File: src/rtl/seg7_scan_ctrl.sv
// Time-multiplexed seven-segment scan controller.
// Captures a NUM_DIGITS*4-bit hex value on a load strobe into a shadow register and
// drives one digit per refresh slot. It supports a per-digit enable mask, leading-zero
// blanking, per-digit blink and a selectable output polarity.
// Ports:
//   clk, reset  rising-edge clock, synchronous active-high reset
//   load, data  capture strobe and hex value (nibble k shown on digit k, digit 0 rightmost)
//   digit_en    per-digit enable mask
//   blink_en    per-digit blink select
//   lzb         leading-zero blanking enable
//   a_to_g      segments [6]=a .. [0]=g, registered
//   num_en      digit selects (one-hot or none), registered
//   slot_tick   1-cycle pulse in the last cycle of each digit slot, registered
module seg7_scan_ctrl #(
  parameter int unsigned NUM_DIGITS  = 4,
  parameter int unsigned REFRESH_DIV = 50000,
  parameter int unsigned BLINK_DIV   = 256,
  parameter bit          ACTIVE_LOW  = 1'b1
) (
  input  logic                    clk,
  input  logic                    reset,
  input  logic                    load,
  input  logic [4*NUM_DIGITS-1:0] data,
  input  logic [NUM_DIGITS-1:0]   digit_en,
  input  logic [NUM_DIGITS-1:0]   blink_en,
  input  logic                    lzb,
  output logic [6:0]              a_to_g,
  output logic [NUM_DIGITS-1:0]   num_en,
  output logic                    slot_tick
);

  localparam int unsigned DW = 4 * NUM_DIGITS;
  localparam int unsigned PW = (REFRESH_DIV > 1) ? $clog2(REFRESH_DIV) : 1;
  localparam int unsigned IW = (NUM_DIGITS > 1) ? $clog2(NUM_DIGITS) : 1;
  localparam int unsigned BW = (BLINK_DIV > 1) ? $clog2(BLINK_DIV) : 1;

  localparam logic [6:0]            SEG_OFF = ACTIVE_LOW ? 7'h7F : 7'h00;
  localparam logic [NUM_DIGITS-1:0] DIG_OFF = ACTIVE_LOW ? {NUM_DIGITS{1'b1}} : {NUM_DIGITS{1'b0}};

  logic [PW-1:0]         presc_q, presc_d;
  logic [IW-1:0]         idx_q, idx_d;
  logic [BW-1:0]         bcnt_q, bcnt_d;
  logic                  phase_on_q, phase_on_d;
  logic [DW-1:0]         shadow_q, shadow_d;
  logic [6:0]            a_to_g_q, a_to_g_d;
  logic [NUM_DIGITS-1:0] num_en_q, num_en_d;
  logic                  slot_tick_q, slot_tick_d;

  logic                  tick_c;
  logic [3:0]            nib_c;
  logic [NUM_DIGITS-1:0] blanked_c;
  logic [NUM_DIGITS-1:0] lit_c;
  logic                  zeros_above_c;
  logic [6:0]            seg_c;
  logic [NUM_DIGITS-1:0] sel_c;

  // Active-high abcdefg hex decode.
  function automatic logic [6:0] hex_decode(input logic [3:0] n);
    logic [6:0] s;
    s = 7'h00;
    case (n)
      4'h0: s = 7'h7E;  4'h1: s = 7'h30;  4'h2: s = 7'h6D;  4'h3: s = 7'h79;
      4'h4: s = 7'h33;  4'h5: s = 7'h5B;  4'h6: s = 7'h5F;  4'h7: s = 7'h70;
      4'h8: s = 7'h7F;  4'h9: s = 7'h7B;  4'hA: s = 7'h77;  4'hB: s = 7'h1F;
      4'hC: s = 7'h4E;  4'hD: s = 7'h3D;  4'hE: s = 7'h4F;  4'hF: s = 7'h47;
      default: s = 7'h00;
    endcase
    return s;
  endfunction

  // Prescaler, digit index, blink counter/phase and shadow register.
  always_comb begin
    presc_d    = presc_q;
    idx_d      = idx_q;
    bcnt_d     = bcnt_q;
    phase_on_d = phase_on_q;
    shadow_d   = shadow_q;

    tick_c = (presc_q == PW'(REFRESH_DIV - 1));

    if (tick_c) begin
      presc_d = '0;
      idx_d   = (idx_q == IW'(NUM_DIGITS - 1)) ? '0 : idx_q + IW'(1);
      if (bcnt_q == BW'(BLINK_DIV - 1)) begin
        bcnt_d     = '0;
        phase_on_d = ~phase_on_q;
      end else begin
        bcnt_d = bcnt_q + BW'(1);
      end
    end else begin
      presc_d = presc_q + PW'(1);
    end

    if (load) begin
      shadow_d = data;
    end

    // Registered so that it is high exactly while the prescaler sits at its last count.
    slot_tick_d = (presc_d == PW'(REFRESH_DIV - 1));
  end

  // Pin values for the current index, built from present state so that the index and the
  // shadow value reach the pins together.
  always_comb begin
    nib_c         = 4'h0;
    blanked_c     = '0;
    lit_c         = '0;
    sel_c         = '0;
    zeros_above_c = 1'b1;

    // Walk from the most significant digit down: a digit is blanked while it and every digit above it are zero.
    for (int k = NUM_DIGITS - 1; k >= 0; k--) begin
      zeros_above_c = zeros_above_c & (shadow_q[4*k +: 4] == 4'h0);
      blanked_c[k]  = lzb & zeros_above_c & (k != 0);
    end

    for (int k = 0; k < NUM_DIGITS; k++) begin
      lit_c[k] = digit_en[k] & ~(blink_en[k] & ~phase_on_q) & ~blanked_c[k];
      if (idx_q == IW'(k)) begin
        nib_c    = shadow_q[4*k +: 4];
        sel_c[k] = lit_c[k];
      end
    end

    // An unlit slot turns off the segments as well as the select, so no digit ghosts.
    seg_c = (|sel_c) ? hex_decode(nib_c) : 7'h00;

    a_to_g_d = ACTIVE_LOW ? ~seg_c : seg_c;
    num_en_d = ACTIVE_LOW ? ~sel_c : sel_c;
  end

  always_ff @(posedge clk) begin
    if (reset) begin
      presc_q     <= '0;
      idx_q       <= '0;
      bcnt_q      <= '0;
      phase_on_q  <= 1'b1;
      shadow_q    <= '0;
      a_to_g_q    <= SEG_OFF;
      num_en_q    <= DIG_OFF;
      slot_tick_q <= 1'b0;
    end else begin
      presc_q     <= presc_d;
      idx_q       <= idx_d;
      bcnt_q      <= bcnt_d;
      phase_on_q  <= phase_on_d;
      shadow_q    <= shadow_d;
      a_to_g_q    <= a_to_g_d;
      num_en_q    <= num_en_d;
      slot_tick_q <= slot_tick_d;
    end
  end

  assign a_to_g    = a_to_g_q;
  assign num_en    = num_en_q;
  assign slot_tick = slot_tick_q;

endmodule

File: config.mk
export PLATFORM = sky130hd
export DESIGN_NAME = seg7_scan_ctrl
export DESIGN_NICKNAME = d
export VERILOG_FILES = /design/src/rtl/seg7_scan_ctrl.sv
export SDC_FILE = /design/constraint.sdc
export NUM_CORES = 1
export LEC_CHECK = 0
export CORE_MARGIN = 2
export CORE_UTILIZATION = 58
export CTS_CLUSTER_SIZE = 40
export DETAILED_ROUTE_END_ITERATION = 6
export GPL_ROUTABILITY_DRIVEN = 0
export GPL_TIMING_DRIVEN = 0
export PLACE_DENSITY = 0.93
export RECOVER_POWER = 25
export REMOVE_ABC_BUFFERS = 1
export SYNTH_ARGS = -nofsm -noshare
export SYNTH_HDL_FRONTEND = slang
export SYNTH_SLANG_ARGS = --single-unit
File: constraint.sdc
create_clock -name clk -period 4.3 [get_ports clk]
set_input_delay 0.86 -clock clk [delete_from_list [all_inputs] [get_ports clk]]
set_output_delay 0.86 -clock clk [all_outputs]
set_load 0.005 [all_outputs]
### Word-level counts from Yosys, hierarchy flattened

Memory sizes are Yosys's and may differ from the RTL's.
Index checks and enable logic that the tools add are counted.

* flip-flop bits (word level): 55
* bits in read-only memories: 112
* input port bits: 28
* output and inout bits: 12
* logic and storage cells: 62
* memories: 1

* add/sub/neg operators: 3
* eq/ne operators: 6
* mux-type cells: 12
* bitwise logic cells: 26
* reductions and logical operators: 6

Memory list
* (no name shown): words 16, bits a word 7, rd ports 1, clocked after memory_dff 0, wr ports 0, line 61 `case (n)`

Operators by type and width (count)
* == test 16 bit, second input constant: 2
* adder 16 x 1 -> 16 bit, second input constant: 1
* bitwise AND 1 bit: 16
* two-way mux 16 bit: 1
* two-way mux 4 bit: 4
* zero test 4 bit: 3
* adder 8 x 1 -> 8 bit, second input constant: 1
* == test 8 bit, second input constant: 1
* two-way mux 8 bit: 1
* inverter 1 bit: 8
* two-way mux 7 bit: 1
* inverter 7 bit: 1
* == test 2 bit, second input constant: 2
* two-way mux 1 bit: 4
* inverter 4 bit: 1
* OR reduction 4 bit: 1
* adder 2 x 1 -> 2 bit, second input constant: 1
* == test 2 x 1 -> 1 bit, second input constant: 1
* zero test 2 bit: 1
* two-way mux 2 bit: 1
* AND reduction 2 bit: 1

### Logic depth before layout (Yosys ltp)

Gate-level depths: netlist (run 1).

* depth after elaboration: 10
* gate-level depth with buffers: 11
* depth with buffers taken out: 10

### Least setup slack after synthesis (run 1)

Ideal clock, no wire load.

* kind: register to register
* start point: register idx_q[0]
* end point: register a_to_g_q[3] (netlist: a_to_g[3])
* setup time: 0.064 ns
* arrival: 2.242 ns
* required time: 4.236 ns
* setup slack: 1.994 ns
* stages on the path, launching flop included: 11
* path buffers: 2
* period minus slack after synthesis: 2.306 ns
* cell sequence: dfxtp_1 -> ha_1 -> clkbuf_2 -> buf_2 -> a211oi_1 -> a221oi_1 -> inv_1 -> ha_1 -> mux2i_1 -> mux2_2 -> nand2_1

* cells in the longest elaborated chain, start to end: 8
* elaborated cells on any way between the ends: 16
* those cells by class: 3 x eq/ne; 9 x mux; 1 x bitwise; 2 x reduce/logical; 1 x memory

RTL lines
* from (decl): line 41 `logic [IW-1:0] idx_q, idx_d;`
* from (signal assigned): line 144 `idx_q <= idx_d;`
* zero test 2 bit: line 119 `if (idx_q == IW'(k)) begin`
* two-way mux 4 bit (4 in series): line 119
* memory read (16 x 7 bit)
* two-way mux 7 bit (*): line 126 `seg_c = (|sel_c) ? hex_decode(nib_c) : 7'h00;`
* inverter 7 bit (*): line 128 `a_to_g_d = ACTIVE_LOW ? ~seg_c : seg_c;`
* to (signal assigned): line 148 `a_to_g_q <= a_to_g_d;`
* to (decl): line 45 `logic [6:0] a_to_g_q, a_to_g_d;`

Every way passes the cells marked *; elsewhere a longest branch is shown, timed or not.
A chain may end at the register's enable or synchronous reset.

==> results of run 1 <==
-- synthesized netlist by cell type, types with 4 or more instances --
cell type,number
nor3_1,5
dfxtp_1,55
nand3_1,8
nor2b_1,5
mux2i_1,22
nand2_1,19
a21oi_1,5
nor3b_1,4
nand4_1,9
nand2b_1,6
o21ai_0,6
ha_1,12
clkbuf_1,8
inv_1,9
xor2_1,14
nor2_1,45
xnor2_1,5
-- logic make-up after synthesis --
family	count (synthesis)	synth area share, %
simple gates	134	27.2
compound gates	30	8.87
buf+inv	22	3.53
flops	55	39.8
mux	25	9.19
fa+ha+maj	12	5.43
xor+xnor	19	6.02
-- flip-flops by register name, summed over array words and instances (netlist names) --
register    count
a_to_g          7
num_en          4
presc_q        16
shadow_q       16
phase_on_q      1
slot_tick       1
idx_q           2
bcnt_q          8
-- power groups by stage --
stage	combinational, mW	clock [mW]	sequential [mW]
floorplan	0.0495	0	0.546
global placement	0.100	0	0.547
detailed placement	0.103	0	0.548
CTS	0.104	0.355	0.536
global route	0.112	0.366	0.537
finish	0.101	0.345	0.536
-- placed cells by master (no fill, tap or decap), drive strengths merged, types with 5 or more instances in the layout --
master and instances:
a21oi 5, ha 12, nand2b 6, and4 5, nand4 10, nand3 8, dlygate4sd3 13, nor3 6
dfxtp 55, o21ai 6, mux2i 22, nor2 45, nor2b 5, xor2 14, nand2 19, clkbuf 6
clkdlybuf4s50 26, inv 9, xnor2 5
-- worst min-delay path by stage --
stage / to / slack [ps] / cells after the start
6_report: presc_q[0] / 490 / 1
3_5_place_dp: presc_q[0] / 460 / 1
4_1_cts: presc_q[0] / 480 / 1
3_3_place_gp: presc_q[0] / 450 / 1
5_1_grt: presc_q[0] / 500 / 1
2_1_floorplan: presc_q[0] / 440 / 1
-- worst max-delay path: stages --
cell           delay [ps]
dlygate4sd3_1        1340
nor3_1                240
nand2_1               160
nand4_1               260
o211ai_1              190
-- cell type report --
cell class                 instances  area [um^2]
fill                             345         1380
clock inverter                     2         35.0
multi-input combinational        220         1570
clock buffer                       6         82.6
tap                               54         67.6
inverter                           9         33.8
sequential                        55         1100
timing repair buffer              39          390
-- layer usage --
metal | vias to the layer above | global-route usage [%] | part of all wire (%)
met4 | 0 | 6.79 | 0.86
met5 | - | 0 | 0
li1 | 1108 | - | -
met2 | 53 | 38.5 | 51
met1 | 1017 | 25.1 | 43
met3 | 4 | 4.14 | 4.5
==> results.json, run 1 <==
{
  "die_w_um": 73.0,
  "drt-vias-per-instance": 5.67,
  "rsz0062_at_grt": "no",
  "setup_tns_ps": 0,
  "ios": 40,
  "antenna_found_initial": 0,
  "cts_tree": "built",
  "clock-sinks": 55,
  "synth_warnings": 0,
  "dieArea_um2": 5340,
  "r2r_end": "a_to_g[3]",
  "p_leak_nw": 1.26,
  "async_flop_share_pct": 0,
  "drtIter0Drc": 162,
  "path_clk_slew_ps": 90,
  "fp.coreArea_um2": 4660,
  "p_per_area_nw_per_um2": 300,
  "grt_pass1_wl_um": 9000,
  "ff2ff_setup_slack_ps": 1590,
  "critPathLaunch": "reset",
  "routedWlPerCell_um": 14.0,
  "clk-insertion-delay-late_ps": 300,
  "power_frac_clock_pct": 35.1,
  "synth_ff_type": "dfxtp_1",
  "synth.area.top_cells": "dfxtp_1, mux2i_1, nor2_1",
  "dp_slack_ps": 1190,
  "ant_nets": 0,
  "cts_root_buf": "clkbuf_8",
  "drt_wl_total_um": 5370,
  "firstDrtPassIters": 4,
  "rr_startpoint": "idx_q[0]",
  "synth_cell_type_count": 52,
  "pwr-share-comb_pct": 10.3,
  "finalHoldViolCount": 0,
  "synth_edf_count": 0,
  "worst_slack_ps": 1470,
  "first_global_vias": 2057,
  "rows": 25,
  "synthCells": 297,
  "fmax_mhz": 353,
  "finalSetupViolCount": 0,
  "start_util_pct": 59.3,
  "ctsLongestPathBuffers": 2,
  "rr_worst_depth": 8,
  "min_path_type": "reg2reg",
  "grt_overflow_total": 0,
  "syn_area_per_cell_um2": 9.31,
  "hold_buffers": 0,
  "hold-worst-slack_ps": 485,
  "cts_buffers": 5,
  "crit_path_end": "a_to_g[2]",
  "outcome": "finished, final reports clean",
  "endpoint_kind": "flop",
  "dpl_cell_area_um2": 3160,
  "vdd.ir_drop.worst_mv": 0.212,
  "fin_util_pct": 70.3,
  "antenna-diode-count": 0,
  "hpwlAfterDp_um": 4000,
  "maxCapViolations": 0,
  "drc": 0,
  "p_seq_share_pct": 54.6,
  "grt_usage_pct": 21.3,
  "synth_top_cell_by_area": "dfxtp_1",
  "ys_seq_elements": 55,
  "seq_area_frac_synth_pct": 39.8,
  "p_sw_uw": 212,
  "min_from": "presc_q[0]",
  "synth.cell_area_um2": 2770,
  "die_h_um": 73.0,
  "finalMaxSlewViolations": 0,
  "relSlewSlack_pct": 18.7,
  "period_minus_slack_ps": 2830,
  "finalInstanceArea_um2": 3280,
  "finalPower_uw": 981,
  "switching_share_pct": 21.6,
  "dp.cells": 377,
  "h-tree-depth": 2,
  "synth_top_area_share_pct": 39.8,
  "drive_above_1_share_pct": 8.16,
  "p_int_uw": 770,
  "cts_setup_buffers": 0,
  "skew_ps": 7.45,
  "worstSetupPathType": "in2reg",
  "syn_to_final_growth_pct": 18.5,
  "cts_resized": 0,
  "fin_cells": 385,
  "fin_crit_sh_pct": 65.9,
  "cp_max_fo": 35,
  "critical_path_required_ps": 4520,
  "fin_nets": 370,
  "numPortBuffers": 39,
  "grt_max_degree": 36,
  "dr_total_vias": 2182,
  "startpoint_type": "input pin",
  "worst-slew-pin-transition_ps": 1220,
  "worstPathArrival_ps": 3060
}
Power figures use the tool's default switching activity.
==> run 2: changes to the inputs <==
--- a/config.mk
+++ b/config.mk
@@ -6,12 +6,12 @@
 export NUM_CORES = 1
 export LEC_CHECK = 0
 export CORE_MARGIN = 2
-export CORE_UTILIZATION = 58
+export CORE_UTILIZATION = 54
 export CTS_CLUSTER_SIZE = 40
 export DETAILED_ROUTE_END_ITERATION = 6
 export GPL_ROUTABILITY_DRIVEN = 0
 export GPL_TIMING_DRIVEN = 0
-export PLACE_DENSITY = 0.93
+export PLACE_DENSITY = 0.88
 export RECOVER_POWER = 25
 export REMOVE_ABC_BUFFERS = 1
 export SYNTH_ARGS = -nofsm -noshare
==> constraint.sdc (replaced) <==
create_clock -name clk -period 2.9 [get_ports clk]
set_input_delay 0.58 -clock clk [delete_from_list [all_inputs] [get_ports clk]]
set_output_delay 0.58 -clock clk [all_outputs]
set_load 0.005 [all_outputs]
==> results.json, run 2 (same netlist as run 1, synthesis figures left out) <==
{
  "grt_overflow_total": 0,
  "cts_resized": 0,
  "grt_max_degree": 36,
  "worstPathArrival_ps": 2950,
  "firstDrtPassIters": 4,
  "layout_common_cells": "dfxtp_1, nor2_1, clkdlybuf4s50_1",
  "drive_above_1_share_pct": 8.16,
  "ctsLongestPathBuffers": 2,
  "startpoint_type": "flop",
  "clk-insertion-delay-late_ps": 310,
  "finalMaxSlewViolations": 0,
  "rsz0062_at_grt": "no",
  "fin_crit_sh_pct": 93.4,
  "worst-slew-pin-transition_ps": 1220,
  "drc": 0,
  "dr_total_vias": 2149,
  "setup_tns_ps": 0,
  "fp.coreArea_um2": 5010,
  "h-tree-depth": 2,
  "dieArea_um2": 5710,
  "numPortBuffers": 39,
  "antenna-diode-count": 0,
  "dpl_cell_area_um2": 3180,
  "die_h_um": 75.6,
  "maxCapViolations": 0,
  "cts_buffers": 5,
  "layout_commonest_cell": "dfxtp_1",
  "syn_to_final_growth_pct": 18.1,
  "fill_cells": 422,
  "cts_setup_buffers": 0,
  "skew_ps": 8.76,
  "cp_max_fo": 9,
  "cts_tree": "built",
  "hold_buffers": 0,
  "finalInstanceArea_um2": 3270,
  "finalHoldViolCount": 0,
  "drt_wl_total_um": 5310,
  "p_per_area_nw_per_um2": 412,
  "p_leak_nw": 1.24,
  "antenna_found_initial": 0,
  "finalPower_mw": 1.34,
  "ios": 40,
  "die_w_um": 75.6,
  "endpoint_kind": "flop",
  "vdd.ir_drop.worst_mv": 0.243,
  "critical_path_required_ps": 3140,
  "outcome": "finished, final reports clean",
  "fin_nets": 370,
  "dp_slack_ps": 59.3,
  "relSlewSlack_pct": 18.3,
  "ant_nets": 0,
  "worstSetupPathType": "reg2reg",
  "hold-worst-slack_ps": 486,
  "clock-sinks": 55,
  "rows": 26,
  "path_clk_slew_ps": 90,
  "routedWlPerCell_um": 13.2,
  "min_path_type": "reg2reg",
  "hpwlAfterDp_um": 3890,
  "finalSetupViolCount": 0,
  "grt_pass1_wl_um": 8820,
  "worst_slack_ps": 191,
  "period_minus_slack_ps": 2710,
  "first_global_vias": 2054,
  "grt_usage_pct": 20.0,
  "start_util_pct": 55.2,
  "cts_root_buf": "clkbuf_8",
  "drtIter0Drc": 108,
  "drt-vias-per-instance": 5.36,
  "largestRegisters": "presc_q x16, shadow_q x16, bcnt_q x8",
  "fmax_mhz": 369
}
==> run 2: routing by layer <==
metal  vias to the layer above  share of wire (%)  track usage (%)  wire, um
met5                         -                  0                0         0
met4                         0               0.87             5.65        46
met3                         7                3.8             4.50       202
met2                        44                 50             36.9      2630
met1                       988                 46             23.0      2430
li1                       1110                  -                -         -
==> run 2: per-stage QoR <==
stage / utilization (%) / cells
global placement: 63.5 / 393
finish: 65.2 / 401
global route: 65.2 / 401
floorplan: - / 284
CTS: 65.2 / 401
detailed placement: 63.5 / 393
==> run 2: area by class of cell <==
type	count	area [um^2]	area share, %
Clock buffer	6	72.6	2.22
Clock inverter	2	12.5	0.383
Inverter	9	33.8	1.03
Multi-Input combinational cell	220	1570	48.0
Sequential cell	55	1100	33.7
Tap cell	70	87.6	2.68
Timing Repair Buffer	39	390	11.9
==> run 2: critical path, cell delays in order, from the launching register on <==
cell,delay (ps)
dfxtp_1,370
inv_1,90
ha_1,290
nand3b_1,220
a221oi_1,600
inv_1,280
ha_1,380
mux2i_1,80
mux2_2,270
nand2_1,70
==> run 2: path summary, 6_finish.rpt <==
kind	slack (ps)	to	from	cells after the start
min reg2reg	490	presc_q[0]	presc_q[0]	1
max reg2reg	190	a_to_g[3]	idx_q[1]	9
max	190	a_to_g[3]	idx_q[1]	9
min	490	presc_q[0]	presc_q[0]	1
==> run 2: where the power goes <==
group | switching [mW] | total (mW) | internal [mW] | leakage [nW]
Clock | 0.232 | 0.401 | 0.169 | 0.0412
Combinational | 0.0665 | 0.149 | 0.0830 | 0.751
Sequential | 0.0154 | 0.794 | 0.779 | 0.449
